**src/rtl/ctrl_mem_datos.sv**
```systemverilog
// ---------------------------------------------------------------------------
// ctrl_mem_datos
//
// Load/store access controller placed between the MEM-stage pipeline logic
// and the Mem_datos data memory. It takes one valid/ready request at a time,
// rejects misaligned or unmapped addresses without touching the memory, and
// for legal requests drives the active-low Mem_rd/Mem_wr strobe for exactly
// one cycle. Load data is captured from the memory's registered output and
// every request is answered with a single-cycle response pulse.
//
// Ports:
//   clk           system clock, all state on rising edge
//   rst_n         asynchronous active-low reset
//   req_valid     request present
//   req_ready     controller can accept (high only in IDLE)
//   req_wr        1 = store, 0 = load
//   req_dir       byte address of the request
//   req_dato      store data
//   resp_valid    one-cycle response pulse
//   resp_err      qualifies resp_valid; 1 = misaligned or unmapped address
//   resp_dato     load data; holds its last value otherwise
//   Mem_rd        active-low read strobe to memory
//   Mem_wr        active-low write strobe to memory
//   Dir_Mem       address to memory
//   Dato_Mem_in   write data to memory
//   Dato_Mem_out  registered read data from memory
// ---------------------------------------------------------------------------
module ctrl_mem_datos #(
    parameter int unsigned      ANCHO   = 32,
    parameter logic [ANCHO-1:0] BASE    = 32'h10000000,
    parameter int unsigned      NUM_PAL = 3
) (
    input  logic             clk,
    input  logic             rst_n,
    input  logic             req_valid,
    output logic             req_ready,
    input  logic             req_wr,
    input  logic [ANCHO-1:0] req_dir,
    input  logic [ANCHO-1:0] req_dato,
    output logic             resp_valid,
    output logic             resp_err,
    output logic [ANCHO-1:0] resp_dato,
    output logic             Mem_rd,
    output logic             Mem_wr,
    output logic [ANCHO-1:0] Dir_Mem,
    output logic [ANCHO-1:0] Dato_Mem_in,
    input  logic [ANCHO-1:0] Dato_Mem_out
);

    // Byte address of the last mapped word; the range check is inclusive.
    localparam logic [ANCHO-1:0] ULTIMA = BASE + ANCHO'(4 * (NUM_PAL - 1));

    typedef enum logic [1:0] {
        IDLE,
        ACC,
        ESP,
        RESP
    } estado_t;

    estado_t          estado;
    estado_t          estado_sig;
    logic             es_wr;
    logic             es_wr_sig;
    logic             rd_sig;
    logic             wr_sig;
    logic [ANCHO-1:0] dir_sig;
    logic [ANCHO-1:0] din_sig;
    logic             rv_sig;
    logic             re_sig;
    logic [ANCHO-1:0] rdato_sig;
    logic             dir_alineada;
    logic             dir_en_rango;
    logic             dir_legal;

    // Unsigned full-width compare, so addresses below BASE (including the
    // wrap-around region) and above the last word are both rejected.
    assign dir_alineada = (req_dir[1:0] == 2'b00);
    assign dir_en_rango = (req_dir >= BASE) && (req_dir <= ULTIMA);
    assign dir_legal    = dir_alineada && dir_en_rango;

    // Only IDLE accepts work; anything offered in other states is ignored
    // and must be held by the requester.
    assign req_ready = (estado == IDLE);

    // Next-state and next-output logic. Strobes default to inactive so they
    // can only be low in the cycle right after a legal accept (the ACC
    // cycle), which also guarantees they are never low together. Address
    // and write data default to holding so the memory sees stable values
    // through the access.
    always_comb begin
        estado_sig = estado;
        es_wr_sig  = es_wr;
        rd_sig     = 1'b1;
        wr_sig     = 1'b1;
        dir_sig    = Dir_Mem;
        din_sig    = Dato_Mem_in;
        rv_sig     = 1'b0;
        re_sig     = 1'b0;
        rdato_sig  = resp_dato;

        case (estado)
            IDLE: begin
                if (req_valid) begin
                    if (dir_legal) begin
                        estado_sig = ACC;
                        es_wr_sig  = req_wr;
                        dir_sig    = req_dir;
                        din_sig    = req_dato;
                        if (req_wr) begin
                            wr_sig = 1'b0;
                        end else begin
                            rd_sig = 1'b0;
                        end
                    end else begin
                        estado_sig = RESP;
                        rv_sig     = 1'b1;
                        re_sig     = 1'b1;
                    end
                end
            end
            ACC: begin
                estado_sig = ESP;
            end
            ESP: begin
                if (!es_wr) begin
                    rdato_sig = Dato_Mem_out;
                end
                rv_sig     = 1'b1;
                estado_sig = RESP;
            end
            RESP: begin
                estado_sig = IDLE;
            end
            default: begin
                estado_sig = IDLE;
            end
        endcase
    end

    // State and registered outputs. Reset is asynchronous so an access in
    // flight is aborted immediately: strobes go high without waiting for an
    // edge and no response is produced.
    always_ff @(posedge clk or negedge rst_n) begin
        if (!rst_n) begin
            estado      <= IDLE;
            es_wr       <= 1'b0;
            Mem_rd      <= 1'b1;
            Mem_wr      <= 1'b1;
            Dir_Mem     <= '0;
            Dato_Mem_in <= '0;
            resp_valid  <= 1'b0;
            resp_err    <= 1'b0;
            resp_dato   <= '0;
        end else begin
            estado      <= estado_sig;
            es_wr       <= es_wr_sig;
            Mem_rd      <= rd_sig;
            Mem_wr      <= wr_sig;
            Dir_Mem     <= dir_sig;
            Dato_Mem_in <= din_sig;
            resp_valid  <= rv_sig;
            resp_err    <= re_sig;
            resp_dato   <= rdato_sig;
        end
    end

endmodule

```
**config.mk**
```make
export PLATFORM = sky130hd
export DESIGN_NAME = ctrl_mem_datos
export DESIGN_NICKNAME = d
export VERILOG_FILES = /design/src/rtl/ctrl_mem_datos.sv
export SDC_FILE = /design/constraint.sdc
export NUM_CORES = 1
export LEC_CHECK = 0
export ABC_AREA = 1
export BUFFER_PORTS_ARGS = -buffer_cell sky130_fd_sc_hd__buf_2
export CORE_AREA = 2 2 89 109
export CTS_CLUSTER_DIAMETER = 80
export CTS_CLUSTER_SIZE = 30
export DETAILED_ROUTE_END_ITERATION = 10
export DIE_AREA = 0 0 91 111
export PLACE_DENSITY = 0.87
export SLEW_MARGIN = 0
export SYNTH_ARGS = -nofsm -noshare
export SYNTH_HDL_FRONTEND = slang
export SYNTH_SLANG_ARGS = --single-unit
```
**constraint.sdc**
```tcl
create_clock -name clk -period 2.06 [get_ports clk]
set_input_delay 0.103 -clock clk [delete_from_list [all_inputs] [get_ports clk]]
set_output_delay 0.103 -clock clk [all_outputs]
set_load 0.02 [all_outputs]
```
==> flow_summary.rst, run 1 <==
.. list-table::
   :header-rows: 1

   * - Metric
     - Value
   * - Status
     - finished, final reports clean
   * - Max Root-Sink Buffers
     - 2
   * - Clock latency on the worst-skew pair
     - 0.34 ns
   * - Global-route total usage across every layer
     - 21.1%
   * - Number of buffers inserted during clock tree synthesis
     - 9
   * - Count of routing violations after the opening detailed-route iteration
     - 137
   * - Worst Clk Skew
     - 0.00667 ns
   * - Worst Setup Start Kind
     - register
   * - Clk root buf
     - clkbuf_16
   * - Data required, critical path
     - 2.28 ns
   * - Achievable Freq
     - 649 MHz
   * - Number of library cell types mapped by synthesis
     - 18
   * - Post-route cell area
     - 0.00579 sq mm
   * - Total of max-cap violations
     - 0
   * - Standard-cell row count
     - 39
   * - Synth area leader
     - dfrtp_1
   * - Slew Limit Fails
     - 0
   * - Leading cell type in the layout, fill and taps excluded
     - buf_2
   * - TritonCTS clock tree
     - yes
   * - Average via count per standard cell
     - 4.76
   * - Diode insertion count for antenna repair
     - 0
   * - VDD IR max
     - 0.000563 V
   * - Part of the cycle the worst path needs
     - 74.8%
   * - Highest-count cells in the layout ignoring fill and taps
     - buf_2, nand2_1, dfrtp_1, inv_1, nand4_1
   * - # IOs
     - 201
   * - GP Congestion
     - 0.793
   * - Per-cell routed wire length
     - 14.2 um
   * - Initial DRT Pass Iterations
     - 5
   * - Placeable core area
     - 0.00917 sq mm
   * - Level count of the clock H-tree
     - 3
   * - Area contributors post-synth
     - dfrtp_1, nand2_1, mux2_2
   * - Number of clock sinks
     - 103
   * - Post-Syn Area per Cell
     - 10.6 sq um
   * - Die extent in y
     - 111 um
   * - Placed standard-cell area
     - 0.00519 sq mm
   * - Clock transition time at the flip-flop clock pins of the worst setup and hold paths
     - 0.07 ns
   * - Port-buffer cells
     - 200
   * - Area overhead of the layout relative to synthesis
     - 42.1%
   * - Critical path class
     - reg2reg
   * - Via count
     - 3,528
   * - Wire length of the first global-routing pass
     - 16,800 um
   * - Leakage power summed over all cells
     - 3.47 nW
   * - Critical path fanouts, max
     - 32
   * - Sequential cell area fraction in the yosys report
     - 63.3%
   * - Slew at the pin closest to its max-slew limit
     - 0.683 ns
   * - Final number of hold-violating endpoints
     - 0
   * - Data arrival at the endpoint of the critical path
     - 1.76 ns
   * - Worst rel slew slack
     - 54.5%
   * - Die Outline Area
     - 0.0101 sq mm
   * - Layout cell share with drive strength beyond 1
     - 42.6%
   * - Residual overflow from global routing
     - 0
   * - Syn Inst Count
     - 384
   * - Register-to-register setup slack
     - 0.52 ns
   * - Setup total negative slack
     - 0 ns
   * - Number of warnings reported in the yosys synthesis log
     - 0
   * - Number of global-route vias before repair
     - 3,491
   * - Worst hold path type
     - in2reg
   * - Flip-flop and latch count after synthesis
     - 103
   * - Post-synthesis instance area
     - 0.00408 sq mm
   * - Die extent in x
     - 91 um
   * - Post-detailed-route DRC marker count
     - 0
   * - Antenna Violating Nets Remaining
     - 0
   * - Synthesized netlist net count
     - 486
   * - CP Capture Type
     - register
   * - Final setup violating endpoints
     - 0
   * - Initial antenna violation count
     - 0
   * - Maximum number of pins on one net before global-route repair
     - 54
   * - Number of setup buffers added after CTS
     - 0
   * - HPWL after DPL
     - 7180 um
   * - Unrepaired setup endpoints after global routing
     - false
   * - Routed Wire Length
     - 10,500 um
   * - Starting utilization of the core area
     - 44.4%
   * - Fill cell total of the finished layout
     - 765
   * - Total Nets Final
     - 715
   * - Time the final worst path needs with I/O delays and setup
     - 1.54 ns
   * - Power density normalized to cell area
     - 1070 mW/mm^2
   * - Share of the synthesized area in the top cell type
     - 62.0%
==> sequential cells by signal (all words and copies together), names as in the netlist <==
| signal | count |
|---|---|
| resp_valid | 1 |
| resp_err | 1 |
| estado | 2 |
| Dato_Mem_in | 32 |
| resp_dato | 32 |
| es_wr | 1 |
| Mem_wr | 1 |
| Dir_Mem | 32 |
| Mem_rd | 1 |
==> final timing paths <==
| kind | startpoint | to | cells after the start |
|---|---|---|---|
| worst max-delay path | estado[0]$_DFFE_PN0P_ | resp_dato[7]$_DFFE_PN0P_ | 6 |
| worst min-delay path | req_dato[27] | Dato_Mem_in[27]$_DFFE_PN0P_ | 3 |
| worst max register to register | estado[0]$_DFFE_PN0P_ | resp_dato[7]$_DFFE_PN0P_ | 6 |
| worst min register to register | Dir_Mem[0]$_DFFE_PN0P_ | Dir_Mem[0]$_DFFE_PN0P_ | 2 |
| max in group asynchronous | rst_n | Dato_Mem_in[21]$_DFFE_PN0P_ | 3 |
| min in group asynchronous | rst_n | Dir_Mem[8]$_DFFE_PN0P_ | 2 |
==> per-stage QoR <==
| stage | setup WS, ns | util, % | instances | total power [mW] | hold WS, ns |
|---|---|---|---|---|---|
| 6_report | 0.519 | 63.1 | 741 | 6.22 | 0.0124 |
| 5_1_grt | 0.368 | 63.1 | 741 | 6.53 | 0.00406 |
| 4_1_cts | 0.527 | 63.1 | 741 | 6.21 | 0.00107 |
| 3_5_place_dp | 0.536 | 56.5 | 695 | 4.44 | 0.190 |
| 3_3_place_gp | 0.574 | 56.5 | 695 | 4.34 | 0.175 |
| 2_1_floorplan | 0.411 | - | 384 | 3.75 | -0.193 |
==> synth_stat cells <==
master,count
buf_6,6
nor2_1,22
mux2_2,30
dfrtp_1,101
buf_4,8
nand3_1,3
nand2_1,118
buf_2,3
dfstp_2,2
nor2_2,1
and2_0,1
inv_1,41
clkbuf_1,6
ha_1,2
a22oi_1,1
mux2_1,2
or2_1,1
nand4_1,36
==> routing by layer <==
layer  global-route usage [%]  part of all wire (%)  vias up
li1                         -                     -     1675
met1                     25.5                    40     1650
met2                     36.1                    50      185
met3                     6.05                   7.7       18
met4                     7.58                   1.8        0
met5                        0                     0        -
==> logic make-up (layout without fill, tap and decap cells) <==
kind of cell	after synthesis	in the layout	synth area share, %
simple gates	182	182	19.2
flops	103	103	63.3
buf+inv	64	298	7.83
mux	32	32	8.84
fa+ha+maj	2	2	0.614
compound gates	1	1	0.184
==> critical path, cell delays in order, from the launching register on <==
cell     delay (ns)
dfrtp_1        0.37
inv_1          0.10
ha_1           0.15
inv_1          0.05
or2_1          0.24
buf_12         0.19
mux2_1         0.33
==> repair_timing <==
item,in CTS,in global routing
endpoints found under the hold margin,79,0
setup endpoints to repair,0,0
gates resized for setup,0,0
hold buffers,30,0
==> power by group <==
part	leakage, nW	switching [mW]	internal [mW]
combinational	1.97	1.07	0.837
clock	0.153	0.739	0.982
sequential	1.35	0.192	2.39
total	3.47	2.01	4.21
==> final cells by class <==
| class | count | area [sq um] | area share, % |
|---|---|---|---|
| Clock buffer | 10 | 239 | 4.13 |
| Clock inverter | 6 | 66.3 | 1.14 |
| Inverter | 41 | 154 | 2.66 |
| Multi-Input combinational cell | 217 | 1190 | 20.5 |
| Sequential cell | 103 | 2580 | 44.5 |
| Tap cell | 123 | 154 | 2.66 |
| Timing Repair Buffer | 241 | 1410 | 24.4 |
No activity file was read; power rests on OpenSTA's default activity.
==> run 2: changes to the inputs <==
- ABC_AREA: 1 -> 0
- CORE_AREA: 2 2 89 109 -> 2 2 92 112
- DIE_AREA: 0 0 91 111 -> 0 0 94 114
- PLACE_DENSITY: 0.87 -> 0.82
- clock period: 2.06 -> 1.39 ns (I/O delays scaled with it)
==> run 2 against run 1 <==
- the run now ends with setup timing left
- clock power up 77%
- clock-buffer cell count is 1 higher
- register-to-register slack worse by 0.75 ns
- critical endpoint is now Dato_Mem_in[1]$_DFFE_PN0P_
- largest cell class unchanged
- largest power group unchanged
==> flow_summary.rst, run 2 <==
.. list-table::
   :header-rows: 1

   * - Metric
     - Value
   * - Status
     - finished with violations
   * - Violated checks
     - setup timing
   * - Port-buffer cells
     - 200 (unchanged)
   * - Post-synthesis compound-gate area fraction
     - 0.826% (+0.64 points)
   * - Wire length of the first global-routing pass
     - 16,100 um (-4.4%)
   * - Critical path, cell by cell
     - inv_2 > ha_4 > nand2_4 > nor4_4 > buf_6 > clkbuf_16 > mux2_2
   * - Antenna Violating Nets Remaining
     - 0 (unchanged)
   * - Initial DRT Pass Iterations
     - 4 (-1)
   * - Die extent in x
     - 94 um (+3.3%)
   * - Area contributors post-synth
     - dfrtp_1, mux2_2, mux2_1
   * - # IOs
     - 201 (unchanged)
   * - Power density normalized to cell area
     - 1550 mW/mm^2 (+45%)
   * - Number of warnings reported in the yosys synthesis log
     - 0 (unchanged)
   * - Standard-cell row count
     - 40 (+2.6%)
   * - Data arrival at the endpoint of the critical path
     - 1.84 ns (+0.08 ns)
   * - Number of buffers and inverters on the critical path
     - 3 (unchanged)
   * - CP Capture Type
     - register
   * - Sequential Power Share
     - 38.5% (-3.1 points)
   * - Clock latency on the worst-skew pair
     - 0.34 ns (about the same)
   * - Max Root-Sink Buffers
     - 2 (unchanged)
   * - Met2 wirelength from detailed routing
     - 5670 um (+7.3%)
   * - Clk root buf
     - clkbuf_16
   * - Average via count per standard cell
     - 4.64 (-2.4%)
   * - Basic-gate share of the synthesized area counting and, or, nand and nor cells
     - 8.40% (-11 points)
   * - Worst hold path type
     - in2reg
   * - Uppermost layer routed
     - met4
   * - Number of buffers inserted during clock tree synthesis
     - 9 (unchanged)
   * - Critical path class
     - reg2reg
   * - Slew at the pin closest to its max-slew limit
     - 0.562 ns (-0.121 ns)
   * - Combinational family with the most area after synthesis
     - multiplexers
   * - Number of enable flip-flop cells after synthesis
     - 0 (unchanged)
   * - Worst Clk Skew
     - 0.00749 ns (+0.000821 ns)
   * - Initial antenna violation count
     - 0 (unchanged)
   * - Leakage power summed over all cells
     - 3.40 nW (-1.9%)
   * - Library cell with the highest instance count after synthesis
     - dfrtp_1
   * - Post-synthesis instance area
     - 0.00378 sq mm (-7.2%)
   * - Fill cell total of the finished layout
     - 712 (-6.9%)
   * - Placeable core area
     - 0.00976 sq mm (+6.4%)
   * - Routed Wire Length
     - 10,500 um (-0.15%)
   * - Number of library cell types mapped by synthesis
     - 27 (+9)
   * - Final setup violating endpoints
     - 97 (+97)
   * - Synthesized netlist net count
     - 346 (-29%)
   * - Count of routing violations after the opening detailed-route iteration
     - 94 (-31%)
   * - Number of clock sinks
     - 103 (unchanged)
   * - VDD IR max
     - 0.000866 V (+54%)
   * - Diode insertion count for antenna repair
     - 0 (unchanged)
   * - Area overhead of the layout relative to synthesis
     - 68.0%
   * - Worst Setup Start Kind
     - register
   * - Fraction of registers with async set/reset
     - 100% (unchanged)
   * - Sequential cell area fraction in the yosys report
     - 68.2% (+4.9 points)
   * - Data required, critical path
     - 1.61 ns (-0.67 ns)
   * - Critical path fanouts, max
     - 11 (-66%)
   * - Maximum number of pins on one net before global-route repair
     - 104 (+93%)
   * - Leading cell type in the layout, fill and taps excluded
     - buf_2
   * - Global-route total usage across every layer
     - 19.4% (-1.7 points)
   * - Part of the cycle the worst path needs
     - 117% (+42 points)
   * - Switching share of total power
     - 29.1% (-3.2 points)
   * - Family with the most delay on the worst path
     - buffers and inverters
   * - Non-Filler Instances
     - 664 (-10%)
   * - Number of global-route vias before repair
     - 3,328 (-4.7%)
   * - Slowest cell on the critical path
     - dfrtp_1
   * - Top cells by instance count after synthesis
     - dfrtp_1, mux2_2, nor2b_1
   * - Achievable Freq
     - 617 MHz (-4.9%)
   * - Layout cell share with drive strength beyond 1
     - 58.4% (+16 points)
   * - Worst rel slew slack
     - 62.5% (+8.1 points)
   * - Multiplexer share of the synthesized area
     - 19.9% (+11 points)
   * - Per-cell routed wire length
     - 15.8 um (+11%)
   * - Final number of hold-violating endpoints
     - 0 (unchanged)
   * - Slew Limit Fails
     - 0 (unchanged)
   * - Flip-flop and latch count after synthesis
     - 103 (unchanged)
   * - Share of the synthesized area in the top cell type
     - 66.8% (+4.8 points)
   * - Most common flop cell mapped by yosys
     - dfrtp_1
   * - Post-placement worst setup slack
     - -0.503 ns (-1.04 ns)
   * - Highest-count cells in the layout ignoring fill and taps
     - buf_2, dfrtp_1, dlygate4sd3_1, mux2_2, nor2b_1
   * - Post-Syn Area per Cell
     - 15.5 sq um (+46%)
   * - Post-layout utilization of the core
     - 65.1% (+2.0 points)
   * - WL met1
     - 4050 um (-4.7%)
   * - Synth area leader
     - dfrtp_1
   * - Post-detailed-route DRC marker count
     - 0 (unchanged)
   * - Syn Inst Count
     - 244 (-36%)
   * - GP Congestion
     - 0.734 (-7.5%)
   * - Die Outline Area
     - 0.0107 sq mm (+6.1%)
   * - Unrepaired setup endpoints after global routing
     - true
   * - HPWL after DPL
     - 6430 um (-11%)
   * - Total net switching power
     - 2.87 mW (+43%)
   * - Biggest cell delay along the critical path
     - 0.39 ns (+0.02 ns)
   * - Level count of the clock H-tree
     - 3 (unchanged)
   * - Clock network power share
     - 30.9% (+3.2 points)
   * - Via count
     - 3,084 (-13%)
   * - Leading registers by flop count
     - Dato_Mem_in: 32 flops, Dir_Mem: 32 flops, resp_dato: 32 flops
   * - Total Nets Final
     - 635 (-11%)
   * - Total internal power
     - 6.99 mW (+66%)
   * - Parity-gate share of the synthesized area counting xor and xnor cells
     - 0% (unchanged)
   * - Area share of fa/ha/maj cells after synthesis
     - 0.661% (+0.047 points)
   * - Time the final worst path needs with I/O delays and setup
     - 1.62 ns (+0.0796 ns)
   * - Die extent in y
     - 114 um (+2.7%)
   * - Least setup slack across all paths after layout
     - -0.230 ns (-0.750 ns)
   * - Total of max-cap violations
     - 0 (unchanged)
   * - Starting utilization of the core area
     - 38.8% (-5.7 points)
   * - TritonCTS clock tree
     - yes
   * - Clock transition time at the flip-flop clock pins of the worst setup and hold paths
     - 0.07 ns (about the same)
   * - Combinational fraction of design power
     - 30.6% (-0.2 points)
   * - Met3 routed wirelength
     - 632 um (-22%)
   * - Residual overflow from global routing
     - 0 (unchanged)
   * - Placed cell count
     - 574 (-17%)
-- run 2: cell count changes in the layout (fill, tap and decap cells not counted), moves of 10 or more --
cell           previous run  this run
nand2_1                 118         1
nand4_1                  36         1
mux2_2                   30        40
inv_1                    41         1
dlygate4sd3_1            30        68
nor2_1                   20         4
mux2_4                    0        25
nor2b_1                   0        28
-- run 2: cell type report --
| cell class | count | area [sq um] | area share [%] |
|---|---|---|---|
| Multi-Input combinational cell | 127 | 1280 | 20.2 |
| Clock inverter | 5 | 129 | 2.03 |
| Timing Repair Buffer | 289 | 1950 | 30.7 |
| Sequential cell | 103 | 2580 | 40.6 |
| Tap cell | 126 | 158 | 2.48 |
| Clock buffer | 11 | 243 | 3.82 |
| Inverter | 3 | 11.3 | 0.177 |
-- run 2: worst paths after layout --
path                            slack (ns)                    start                          to  cells after the start
worst min register to register        0.47  Dir_Mem[28]$_DFFE_PN0P_     Dir_Mem[28]$_DFFE_PN0P_                      1
worst min-delay path                  0.11                req_valid       estado[0]$_DFFE_PN0P_                      3
worst max register to register       -0.23    estado[0]$_DFFE_PN0P_  Dato_Mem_in[1]$_DFFE_PN0P_                      7
worst max-delay path                 -0.23    estado[0]$_DFFE_PN0P_  Dato_Mem_in[1]$_DFFE_PN0P_                      7
max in group asynchronous             0.60                    rst_n      Dir_Mem[1]$_DFFE_PN0P_                      3
min in group asynchronous             0.32                    rst_n   resp_dato[19]$_DFFE_PN0P_                      3
-- run 2: kinds of logic after synthesis --
kind of cell / after synthesis
buffers and inverters: 14
muxes: 67
AOI/OAI and AO/OA: 5
adders and majority gates: 2
DFF: 103
and+or+nand+nor: 53
-- run 2: power by group through the flow --
stage	clock [mW]	sequential (mW)	combinational, mW
finish	3.05	3.80	3.02
global route	3.26	3.86	3.23
CTS	3.11	3.79	2.95
detailed placement	0	3.85	2.78
global placement	0	3.80	2.69
floorplan	0	4.47	1.17
-- run 2: layer usage --
metal	up-vias	GRT usage (%)
met2	143	34.5
li1	1418	-
met1	1503	22.3
met4	0	7.63
met5	-	0
met3	20	4.82
-- run 2: what timing repair did --
| action | 4_1_cts | 5_1_grt |
|---|---|---|
| resized for setup | 4 | 21 |
| setup endpoints to repair | 97 | 99 |
| hold buffers | 68 | 0 |
| cloned | 0 | 2 |
| buffers inserted | 2 | 3 |
| pin swaps | 0 | 1 |
| endpoints found under the hold margin | 169 | 0 |
-- run 2: stage by stage --
step	cell area, sq um	power, mW	setup TNS [ns]	hold WS, ns
2_1_floorplan	3900	5.65	-9.33	-0.226
3_3_place_gp	5130	6.50	-32.76	0.164
5_1_grt	6360	10.4	-22.98	0.106
3_5_place_dp	5130	6.63	-35.25	0.177
4_1_cts	6220	9.85	-14.59	0.0556
6_report	6360	9.87	-14.93	0.110
-- run 2: worst register-to-register path, delay by kind of cell (launching register included) --
family	cells	cell delay [ns]
buf+inv	3	0.45
flops	1	0.39
fa+ha+maj	1	0.14
mux	1	0.34
simple gates	2	0.19
==> run 3: changes to the inputs <==
--- a/config.mk
+++ b/config.mk
@@ -14,4 +14,5 @@
 export DIE_AREA = 0 0 94 114
 export PLACE_DENSITY = 0.82
+export SKIP_LAST_GASP = 1
 export SLEW_MARGIN = 0
 export SYNTH_ARGS = -nofsm -noshare
==> constraint.sdc (replaced) <==
create_clock -name clk -period 1.39 [get_ports clk]
set_input_delay 0.0695 -clock clk [delete_from_list [all_inputs] [get_ports clk]]
set_output_delay 0.0695 -clock clk [all_outputs]
set_load 0.05 [all_outputs]
==> run 3 against run 2 <==
- the run still ends with setup timing left
- total power grew 13%
- setup slack lost 0.013 ns
- first-iteration DRC count shrank 5.3%
- sequential share of layout area shrank 0.54 points
- die area is the same
- combinational power grew 60%
- clock skew shrank 0.0029 ns
- final cell count grew 1.4%
- largest power group is now combinational cells
==> flow_summary.rst, run 3 (synthesis gave the netlist of run 2 again) <==
.. list-table::
   :header-rows: 1

   * - Metric
     - Value
   * - Residual overflow from global routing
     - 0 (unchanged)
   * - Clock network power share
     - 22.5% (-8.4 points)
   * - Placed cell count
     - 575 (+0.17%)
   * - Count of routing violations after the opening detailed-route iteration
     - 89 (-5.3%)
   * - Total net switching power
     - 4.29 mW (+49%)
   * - Flip-flop and latch area
     - 0.00258 sq mm (unchanged)
   * - Initial antenna violation count
     - 0 (unchanged)
   * - Highest-count cells in the layout ignoring fill and taps
     - buf_2, dfrtp_1, dlygate4sd3_1, mux2_2, nor2b_1
   * - Total internal power
     - 6.89 mW (-1.5%)
   * - Violated checks
     - setup timing
   * - Slew at the pin closest to its max-slew limit
     - 0.523 ns (-0.0392 ns)
   * - Routed Wire Length
     - 11,000 um (+5.1%)
   * - Unrepaired setup endpoints after global routing
     - true
   * - Critical path fanouts, max
     - 6 (-5)
   * - Antenna Violating Nets Remaining
     - 0 (unchanged)
   * - Time the final worst path needs with I/O delays and setup
     - 1.63 ns (+0.0127 ns)
   * - Fill cell total of the finished layout
     - 691 (-2.9%)
   * - Number of global-route vias before repair
     - 3,417 (+2.7%)
   * - Worst Setup Start Kind
     - register
   * - Max Root-Sink Buffers
     - 2 (unchanged)
   * - Combinational fraction of design power
     - 43.3% (+13 points)
   * - Total Nets Final
     - 644 (+1.4%)
   * - TritonCTS clock tree
     - yes
   * - GP Congestion
     - 0.801 (+9.2%)
   * - Per-cell routed wire length
     - 16.4 um (+3.7%)
   * - Non-Filler Instances
     - 673 (+1.4%)
   * - Slew Limit Fails
     - 0 (unchanged)
   * - Via count
     - 3,124 (+1.3%)
   * - Starting utilization of the core area
     - 38.8% (unchanged)
   * - # IOs
     - 201 (unchanged)
   * - Post-detailed-route DRC marker count
     - 0 (unchanged)
   * - Final setup violating endpoints
     - 95 (-2.1%)
   * - Area of combinational cells with multiple inputs
     - 0.00128 sq mm (-0.49%)
   * - Area overhead of the layout relative to synthesis
     - 70.2%
   * - Clock transition time at the flip-flop clock pins of the worst setup and hold paths
     - 0.06 ns (about the same)
   * - Port-buffer cells
     - 200 (unchanged)
   * - Least setup slack across all paths after layout
     - -0.243 ns (-0.0127 ns)
   * - Number of clock sinks
     - 103 (unchanged)
   * - Part of the cycle the worst path needs
     - 117% (+0.91 points)
   * - Total of max-cap violations
     - 0 (unchanged)
   * - Switching share of total power
     - 38.4% (+9.3 points)
   * - Data arrival at the endpoint of the critical path
     - 1.85 ns (about the same)
   * - Initial DRT Pass Iterations
     - 4 (unchanged)
   * - Standard-cell row count
     - 40 (unchanged)
   * - Layout cell share with drive strength beyond 1
     - 57.6% (-0.78 points)
   * - Critical path class
     - reg2reg
   * - CP Capture Type
     - register
   * - Number of buffers inserted during clock tree synthesis
     - 9 (unchanged)
   * - HPWL after DPL
     - 6340 um (-1.4%)
   * - VDD IR max
     - 0.000749 V (-13%)
   * - Leading registers by flop count
     - Dato_Mem_in: 32 flops, Dir_Mem: 32 flops, resp_dato: 32 flops
   * - Worst rel slew slack
     - 65.2% (+2.6 points)
   * - Worst Clk Skew
     - 0.00457 ns (-0.00292 ns)
   * - Clock latency on the worst-skew pair
     - 0.34 ns (about the same)
   * - Final number of hold-violating endpoints
     - 0 (unchanged)
   * - Sequential Power Share
     - 34.3% (-4.2 points)
   * - Diode insertion count for antenna repair
     - 0 (unchanged)
   * - Wire length of the first global-routing pass
     - 16,400 um (+2.2%)
   * - Die extent in x
     - 94 um (unchanged)
   * - Pwr Total
     - 11.2 mW (+13%)
   * - Achievable Freq
     - 612 MHz (-0.77%)
   * - Power density normalized to cell area
     - 1730 mW/mm^2 (+12%)
   * - Data required, critical path
     - 1.60 ns (about the same)
   * - Leading cell type in the layout, fill and taps excluded
     - buf_2
   * - Global-route total usage across every layer
     - 19.9% (+0.45 points)
   * - Worst hold path type
     - in2reg
   * - Maximum number of pins on one net before global-route repair
     - 104 (unchanged)
   * - Status
     - finished with violations
   * - Level count of the clock H-tree
     - 3 (unchanged)
   * - Die extent in y
     - 114 um (unchanged)
   * - Leakage power summed over all cells
     - 3.48 nW (+2.3%)
   * - Clk root buf
     - clkbuf_16
   * - Placeable core area
     - 0.00976 sq mm (unchanged)
   * - Average via count per standard cell
     - 4.64 (about the same)
   * - Die Outline Area
     - 0.0107 sq mm (unchanged)
[run 3: area by class of cell]
class,count,area share (%)
clock buffer,11,3.77
clock inverter,5,0.874
sequential,103,40.0
tap,126,2.45
timing repair buffer,298,32.9
inverter,3,0.175
multi-input combinational,127,19.8
[run 3: metrics by stage]
stage | setup TNS, ns | worst slack, ns | hold WS (ns) | utilization (%) | instance area [sq um]
after CTS | -15.14 | -0.232 | 0.0821 | 64.3 | 6280
after detailed placement | -36.27 | -0.577 | 0.179 | 52.4 | 5110
after floorplan | -14.46 | -0.302 | -0.226 | - | 3900
final | -17.10 | -0.243 | 0.0942 | 66.0 | 6440
after global routing | -23.18 | -0.311 | 0.0917 | 66.0 | 6440
after global placement | -36.33 | -0.576 | 0.163 | 52.4 | 5110
[run 3: power groups by stage]
stage	clock (mW)	sequential, mW	combinational [mW]
2_1_floorplan	0	5.62	1.22
3_3_place_gp	0	3.81	3.93
3_5_place_dp	0	3.85	4.02
4_1_cts	2.57	3.79	4.34
5_1_grt	2.70	3.89	5.05
6_report	2.51	3.83	4.83
[run 3: critical path: stages, from the launching register on]
cell       delay (ns)
dfrtp_1          0.40
inv_2            0.08
buf_4            0.12
ha_4             0.13
nor2b_4          0.17
buf_12           0.13
clkbuf_16        0.14
mux2_2           0.34
[run 3: path summary, 6_finish.rpt]
| path | end | from | slack (ns) | cells past startpoint |
|---|---|---|---|---|
| setup reg to reg | resp_dato[29]$_DFFE_PN0P_ | estado[0]$_DFFE_PN0P_ | -0.24 | 7 |
| setup / recovery | resp_dato[29]$_DFFE_PN0P_ | estado[0]$_DFFE_PN0P_ | -0.24 | 7 |
| max in group asynchronous | estado[0]$_DFFE_PN0P_ | rst_n | 0.65 | 3 |
| min in group asynchronous | resp_dato[22]$_DFFE_PN0P_ | rst_n | 0.36 | 3 |
| hold / removal | estado[0]$_DFFE_PN0P_ | req_valid | 0.09 | 3 |
| hold reg to reg | Dir_Mem[28]$_DFFE_PN0P_ | Dir_Mem[28]$_DFFE_PN0P_ | 0.47 | 1 |
[run 3: repair_timing]
item                                    in CTS  in global routing
pin swaps                                    0                  1
cloned                                       4                  4
endpoints found under the hold margin      170                  0
hold buffers                                68                  0
endpoints found under the setup margin      92                 98
setup buffers                                4                  2
resized for setup                           20                 14
[run 3: per-layer routing]
layer	track usage [%]	share of wire [%]
met1	21.5	37
met2	37.0	55
met3	4.16	5.7
met4	8.60	1.7
met5	0	0
